File: src/rtl/regfile_mp.sv
// Multi-port register file: two prioritised write ports, NUM_RD bypassed read ports,
// per-register pending bits, and a one-entry-per-cycle clearing sweep after reset.
module regfile_mp #(
    parameter int unsigned DATA_W   = 32,
    parameter int unsigned ADDR_W   = 5,
    parameter int unsigned NUM_RD   = 2,
    parameter int unsigned ZERO_REG = 1
) (
    input  logic                       clk,
    input  logic                       rst,
    output logic                       ready,
    input  logic                       Wen0,
    input  logic [ADDR_W-1:0]          Wa0,
    input  logic [DATA_W-1:0]          Wd0,
    input  logic                       Wen1,
    input  logic [ADDR_W-1:0]          Wa1,
    input  logic [DATA_W-1:0]          Wd1,
    input  logic [NUM_RD-1:0]          Ren,
    input  logic [NUM_RD*ADDR_W-1:0]   Ra,
    output logic [NUM_RD*DATA_W-1:0]   Rd,
    output logic [NUM_RD-1:0]          Rbusy,
    input  logic                       Alloc_en,
    input  logic [ADDR_W-1:0]          Alloc_a
);

    localparam int unsigned DEPTH = 1 << ADDR_W;

    typedef enum logic {INIT, RUN} state_t;

    state_t              state, state_d;
    logic [ADDR_W-1:0]   cnt, cnt_d;
    logic [DATA_W-1:0]   mem [DEPTH];
    logic [DEPTH-1:0]    pending, pending_d;
    logic                run;
    logic                wa0_zero, wa1_zero, alloc_zero;
    logic                we0, we1;
    logic [ADDR_W-1:0]   ra;
    logic                hit;

    assign run        = (state == RUN);
    assign ready      = run;
    assign wa0_zero   = (ZERO_REG != 0) && (Wa0 == '0);
    assign wa1_zero   = (ZERO_REG != 0) && (Wa1 == '0);
    assign alloc_zero = (ZERO_REG != 0) && (Alloc_a == '0);
    // Port 1 owns a shared address, so port 0 is suppressed on a collision.
    assign we0 = run && Wen0 && !wa0_zero && !(Wen1 && (Wa1 == Wa0));
    assign we1 = run && Wen1 && !wa1_zero;

    always_ff @(posedge clk) begin
        if (rst) begin
            state   <= INIT;
            cnt     <= '0;
            pending <= '0;
        end else begin
            state   <= state_d;
            cnt     <= cnt_d;
            pending <= pending_d;
        end
    end

    always_comb begin
        state_d = state;
        cnt_d   = cnt;
        case (state)
            INIT: begin
                cnt_d = cnt + ADDR_W'(1);
                if (cnt == ADDR_W'(DEPTH - 1)) state_d = RUN;
            end
            RUN:     state_d = RUN;
            default: state_d = INIT;
        endcase
    end

    // Array has no reset; the INIT sweep clears it one entry per cycle.
    always_ff @(posedge clk) begin
        if (!rst) begin
            if (!run) begin
                mem[cnt] <= '0;
            end else begin
                if (we0) mem[Wa0] <= Wd0;
                if (we1) mem[Wa1] <= Wd1;
            end
        end
    end

    // Set is applied after clears so an allocate beats a same-cycle writeback.
    always_comb begin
        pending_d = pending;
        if (run) begin
            if (Wen0) pending_d[Wa0] = 1'b0;
            if (Wen1) pending_d[Wa1] = 1'b0;
            if (Alloc_en && !alloc_zero) pending_d[Alloc_a] = 1'b1;
        end
        if (ZERO_REG != 0) pending_d[0] = 1'b0;
    end

    always_comb begin
        Rd    = '0;
        Rbusy = '0;
        ra    = '0;
        hit   = 1'b0;
        for (int i = 0; i < int'(NUM_RD); i++) begin
            ra  = Ra[i*ADDR_W +: ADDR_W];
            hit = 1'b0;
            if (run && Ren[i]) begin
                if ((ZERO_REG != 0) && (ra == '0)) begin
                    Rd[i*DATA_W +: DATA_W] = '0;
                end else if (Wen1 && (Wa1 == ra)) begin
                    Rd[i*DATA_W +: DATA_W] = Wd1;
                    hit = 1'b1;
                end else if (Wen0 && (Wa0 == ra)) begin
                    Rd[i*DATA_W +: DATA_W] = Wd0;
                    hit = 1'b1;
                end else begin
                    Rd[i*DATA_W +: DATA_W] = mem[ra];
                end
                Rbusy[i] = pending[ra] && !hit;
            end
        end
    end

endmodule

File: config.mk
export PLATFORM = sky130hd
export DESIGN_NAME = regfile_mp
export DESIGN_NICKNAME = d
export VERILOG_FILES = /design/src/rtl/regfile_mp.sv
export SDC_FILE = /design/constraint.sdc
export NUM_CORES = 2
export LEC_CHECK = 0
export ABC_CLOCK_PERIOD_IN_PS = 12950
export BUFFER_PORTS_ARGS = -buffer_cell sky130_fd_sc_hd__buf_2
export CAP_MARGIN = 10
export CORE_MARGIN = 5
export CORE_UTILIZATION = 40
export DETAILED_ROUTE_END_ITERATION = 10
export GPL_ROUTABILITY_DRIVEN = 0
export SKIP_CTS_REPAIR_TIMING = 1
export SYNTH_ARGS = -nofsm -noshare
export SYNTH_HDL_FRONTEND = slang
export SYNTH_SLANG_ARGS = --single-unit
File: constraint.sdc
create_clock -name clk -period 12.95 [get_ports clk]
set_input_delay 3.885 -clock clk [delete_from_list [all_inputs] [get_ports clk]]
set_output_delay 3.885 -clock clk [all_outputs]
set_load 0.02 [all_outputs]
Word-level counts from Yosys, hierarchy flattened

Memory sizes are Yosys's and may differ from the RTL's.
Cells that the tools add are included.

$add $sub $neg: 1
Magnitude comparators: 8
Eq/ne operators: 6
Multiplexer cells: 49
Bitwise logic cells: 6
Reductions and logical operators: 30

Operators by type and width:

| cell                                                | count |
|---|---|
| two-way mux 32 bit                                  | 14 |
| bitwise AND 32 bit                                  | 2 |
| inverter 32 bit                                     | 2 |
| OR 32 bit                                           | 1 |
| OR reduction 32 bit                                 | 1 |
| < comparator 5 x 6 -> 1 bit, second input constant  | 5 |
| two-way mux 1 bit                                   | 28 |
| equality test 5 bit                                 | 5 |
| zero test 5 bit                                     | 5 |
| logical AND 1 bit                                   | 18 |
| demux 1 bit (select 5 bit)                          | 3 |
| >= comparator 5 x 1 -> 1 bit, second input constant | 3 |
| binary-select mux 1 bit (select 5 bit)              | 2 |
| zero test 1 bit                                     | 6 |
| adder 5 x 1 -> 5 bit, second input constant         | 1 |
| equality test 5 bit, second input constant          | 1 |
| two-way mux 5 bit                                   | 1 |
| case mux 1 bit (2 select lines)                     | 1 |
| inverter 1 bit                                      | 1 |

Register bits: 38
RAM bits: 1024
Bits of input ports: 96
Output and inout port bits: 67
Word-level logic and storage cells: 105
Memories kept: 1

Memory list:

| name | depth | width | read ports | clocked after Yosys merged registers in | write ports | RTL line | text |
|---|---|---|---|---|---|---|---|
| mem  | 32    | 32    | 2          | 0                                       | 2           | 32       | `logic [DATA_W-1:0] mem [DEPTH];` |

Depth between registers and ports, before layout

Depth after elaboration: 13
Gate-level depth with buffers: 10

Worst setup path before layout

No wires, ideal clock.

Kind: in2out
From: input Ra[0]
To: output Rd[10]
Arrival: 5.829 ns
Slack: 3.236 ns
Cell stages on the path: 9
Buffers on the path: 4
Path through: buf_4 buf_6 buf_2 nor3_1 nand2_1 nand3_1 or3_1 buf_2 o32ai_1

Cells in the longest elaborated chain, start to end: 6
Elaborated cells on any way between the ends: 10
Classes of those cells: eq/ne: 2; mux: 4; reduce/logical: 3; memory: 1

RTL lines:

| element                                                      | RTL line | text |
|---|---|---|
| from (decl)                                                  | 19       | `input logic [NUM_RD*ADDR_W-1:0] Ra,` |
| branches (longest 4 deep; another with memory (32 x 32 bit)) | --       |  |
| two-way mux 32 bit *                                         | 106      | `if ((ZERO_REG != 0) && (ra == '0)) begin` |
| two-way mux 32 bit *                                         | 105      | `if (run && Ren[i]) begin` |
| to (decl)                                                    | 20       | `output logic [NUM_RD*DATA_W-1:0] Rd,` |

Mark *: on every way between the ends.

Worst setup path in the final report

From: input Ra[9]
To: output Rd[34]

The elaborated chain is that of the path after synthesis.

==> reports/metrics.csv <==
metric,value,unit
number_of_cts_inserted_buffers,114,
switching_power,1.903,mW
h-tree-depth,3,
setup_tns,0,ns
clkLatencyLatePin,0.78,ns
placedInstanceArea,0.06494,mm^2
synth_top_area_share,49.01,%
crit_required,9.06,ns
grt_antenna_before_repair,20,
floorplan.die.width,406.1,um
avgSynthCellArea,11.43,um^2
post_layout_nonfiller_instances,7366,
max_clock_freq,0.08924,GHz
root_buffer,sky130_fd_sc_hd__clkbuf_16,
vias,49480,
p_leak,20.97,nW
ys_warn_count,0,
hp-start,pending[6],
synth.net_count,5589,
final_net_count,5302,
fin_total_pwr,7.750,mW
worst_ir_drop_vdd,112.6,uV
timing.final.max_slew_violations,0,
unrepaired_setup_endpoints_after_global_routing,false,
synthDistinctLibCells,63,
portBuffers,162,
ys_async_sr_fraction,0,%
power-per-cell-area,112.9,mW/mm^2
pwr-share-seq,48.3,%
number_of_drc_violations_after_detailed_routing_iteration_0,7679,
grtUsageTotal,30.09,%
drt_first_pass_iters,7,
max_cap_viol_count,0,
mappedNetlistArea,0.06275,mm^2
endpoints_failing_hold,0,
placed_cells_incl_taps,7146,
hold_ws,0.5205,ns
final_antenna_net_count,0,
cp_max_fo,34,
route.detailed.drc,0,
timing.critical_path.arrival,7.32,ns
start_util,40.22,%
critical_path.endpoint_type,primary output,
cts-root-to-sink-buffers,3,
dp_hpwl,136300,um
run_status,finished clean,
synth.top_cells.by_area,"sky130_fd_sc_hd__edfxtp_1, sky130_fd_sc_hd__mux4_2, sky130_fd_sc_hd__o21ai_0",
max_slew_margin_vs_limit,14.18,%
grt-ovfl-total,0,
route.detailed.wl_per_inst,34.37,um
internal_power,5.847,mW
post-route-min-period,11.21,ns
crit_path_max_delay_cell_type,sky130_fd_sc_hd__and3_2,
flow.area_growth_from_synthesis,9.446,%
clkSlewWorstSetupHoldPaths,0.05,ns
grt_start_max_net_pins,121,
finalSetupViolations,0,
p_clk_share,43.3,%
crit_path_start,Ra[9],
timing.hold.worst.class,flop to flop,
synth_seq_cells,1061,
setup_slack,1.745,ns
timing.setup.critical_path_class,input pin to primary output,
floorplan_die_area,0.1649,mm^2
finalClockSkew,0.06917,ns
route.detailed.vias_per_inst,6.717,
tritoncts_clock_tree,yes,
clock_sink_count,1061,
crit_path_frequent_cell,sky130_fd_sc_hd__buf_4,
core,0.1560,mm^2
r2r_startpoint,ready,
syn_inst,5491,
fin_crit_sh,86.53,%
synth_largest_area_cell,sky130_fd_sc_hd__edfxtp_1,
number_of_global_route_vias_before_repair,47660,
nFillCells,14160,
ys_dominant_reg_cell,sky130_fd_sc_hd__edfxtp_1,
worst_path_largest_cell_delay,0.81,ns
fin_util,44.01,%
floorplan.die.height,406.1,um
yosysSeqAreaShare,50.19,%
worst_slew_pin_slew,1.287,ns
fraction_of_final_layout_cells_sized_beyond_drive_strength_1,18.92,%
worstPathCellList,buf_4 -> xor2_1 -> nor4_1 -> and3_2 -> buf_4 -> a22o_1 -> a32o_1 -> buf_2,
count_of_flip_flops_with_a_built_in_enable_after_synthesis,1024,
pwr-share-comb,8.4,%
critical_path_start_type,input pin,
finish.instance_area,0.06867,mm^2
dpl_ws,1.921,ns
floorplan.io_pins,163,
detail_route.wirelength,253200,um
core.rowCount,145,
grt_first_pass_wirelength,354600,um
sw_frac_of_total,24.56,%
-- flip-flops by register name, indices dropped and copies added, names as in the netlist --
register / count
mem: 1024
pending: 31
cnt: 5
ready: 1
-- kinds of logic (layout without fill, tap and decap cells) --
| kind of cell | count (synthesis) | in the layout | share of synthesized area (%) |
|---|---|---|---|
| and+or+nand+nor | 1365 | 1365 | 8.999 |
| AOI/OAI and AO/OA | 1544 | 1544 | 14.74 |
| DFF | 1061 | 1061 | 50.19 |
| other | 0 | 11 | 0 |
| adders and majority gates | 2 | 2 | 0.03987 |
| xor gates and xnor gates | 28 | 28 | 0.3908 |
| muxes | 762 | 762 | 20.65 |
| buffers and inverters | 729 | 535 | 4.995 |
-- power by group through the flow --
stage	clock, mW	sequential [mW]	combinational (mW)
after CTS	3.36	3.74	0.636
after floorplan	0	3.81	0.430
after global placement	0	3.81	0.630
after global routing	3.49	3.74	0.671
final	3.35	3.74	0.653
after detailed placement	0	3.82	0.634
-- critical path: cells and delay by family --
| kind | cells | cell delay (ns) |
|---|---|---|
| AO/OA/AOI/OAI | 2 | 0.59 |
| AND/OR/NAND/NOR | 2 | 1.40 |
| XOR/XNOR | 1 | 0.14 |
| buffers and inverters | 3 | 1.27 |
-- worst paths after layout --
path	cells after the start	endpoint	slack, ns
max reg2reg	7	mem[4][24]	8.73
max	8	Rd[34]	1.74
min reg2reg	2	pending[6]	0.52
min	2	pending[6]	0.52
-- layout make-up --
cell class | instances | area, um^2 | share of cell area, %
Inverter | 37 | 143.9 | 0.2095
Sequential cell | 1061 | 31490 | 45.86
Clock inverter | 74 | 753.2 | 1.097
Clock buffer | 135 | 2953 | 4.300
Tap cell | 2058 | 2575 | 3.750
Multi-Input combinational cell | 3701 | 28790 | 41.93
Timing Repair Buffer | 289 | 1936 | 2.819
Antenna cell | 11 | 27.53 | 0.04008
-- synth_stat cells (12+ instances only) --
cell                       instances
sky130_fd_sc_hd__a22oi_1          43
sky130_fd_sc_hd__nand2_1        1078
sky130_fd_sc_hd__a211oi_1         21
sky130_fd_sc_hd__nand3_1          62
sky130_fd_sc_hd__buf_2           119
sky130_fd_sc_hd__buf_1            37
sky130_fd_sc_hd__inv_1            36
sky130_fd_sc_hd__clkbuf_1        480
sky130_fd_sc_hd__a211o_1          20
sky130_fd_sc_hd__nand3b_1         15
sky130_fd_sc_hd__dfxtp_1          37
sky130_fd_sc_hd__o22ai_1         162
sky130_fd_sc_hd__buf_6            13
sky130_fd_sc_hd__o21bai_1         27
sky130_fd_sc_hd__a21boi_0         30
sky130_fd_sc_hd__and2_1           23
sky130_fd_sc_hd__nor2b_1          33
sky130_fd_sc_hd__buf_4            39
sky130_fd_sc_hd__a31oi_1          24
sky130_fd_sc_hd__o221ai_1        110
sky130_fd_sc_hd__xnor2_1          14
sky130_fd_sc_hd__nor2_1           83
sky130_fd_sc_hd__mux2i_1         308
sky130_fd_sc_hd__xor2_1           14
sky130_fd_sc_hd__a22o_1           32
sky130_fd_sc_hd__mux4_2          423
sky130_fd_sc_hd__o21ai_0         991
sky130_fd_sc_hd__o32ai_1          12
sky130_fd_sc_hd__a32o_1           32
sky130_fd_sc_hd__edfxtp_1       1024
sky130_fd_sc_hd__mux2_2           31
sky130_fd_sc_hd__o22a_1           20
-- per-layer routing --
layer | wire (um) | part of all wire [%] | track usage, %
met1 | 88270 | 35 | 37.00
met2 | 116100 | 46 | 47.66
met3 | 30310 | 12 | 7.502
met4 | 18480 | 7.3 | 18.97
met5 | 58 | 0.023 | 0
-- cells in the final DEF (no fill, tap or decap), types with 110 or more instances in the layout --
master and count:
sky130_fd_sc_hd__edfxtp_1 1024, sky130_fd_sc_hd__o221ai_1 110, sky130_fd_sc_hd__nand2_1 1076, sky130_fd_sc_hd__mux2i_1 308, sky130_fd_sc_hd__o22ai_1 132, sky130_fd_sc_hd__buf_2 153
sky130_fd_sc_hd__clkbuf_16 115, sky130_fd_sc_hd__o21ai_0 991, sky130_fd_sc_hd__buf_4 121, sky130_fd_sc_hd__mux4_2 423
No activity file was read; power rests on OpenSTA's default activity.
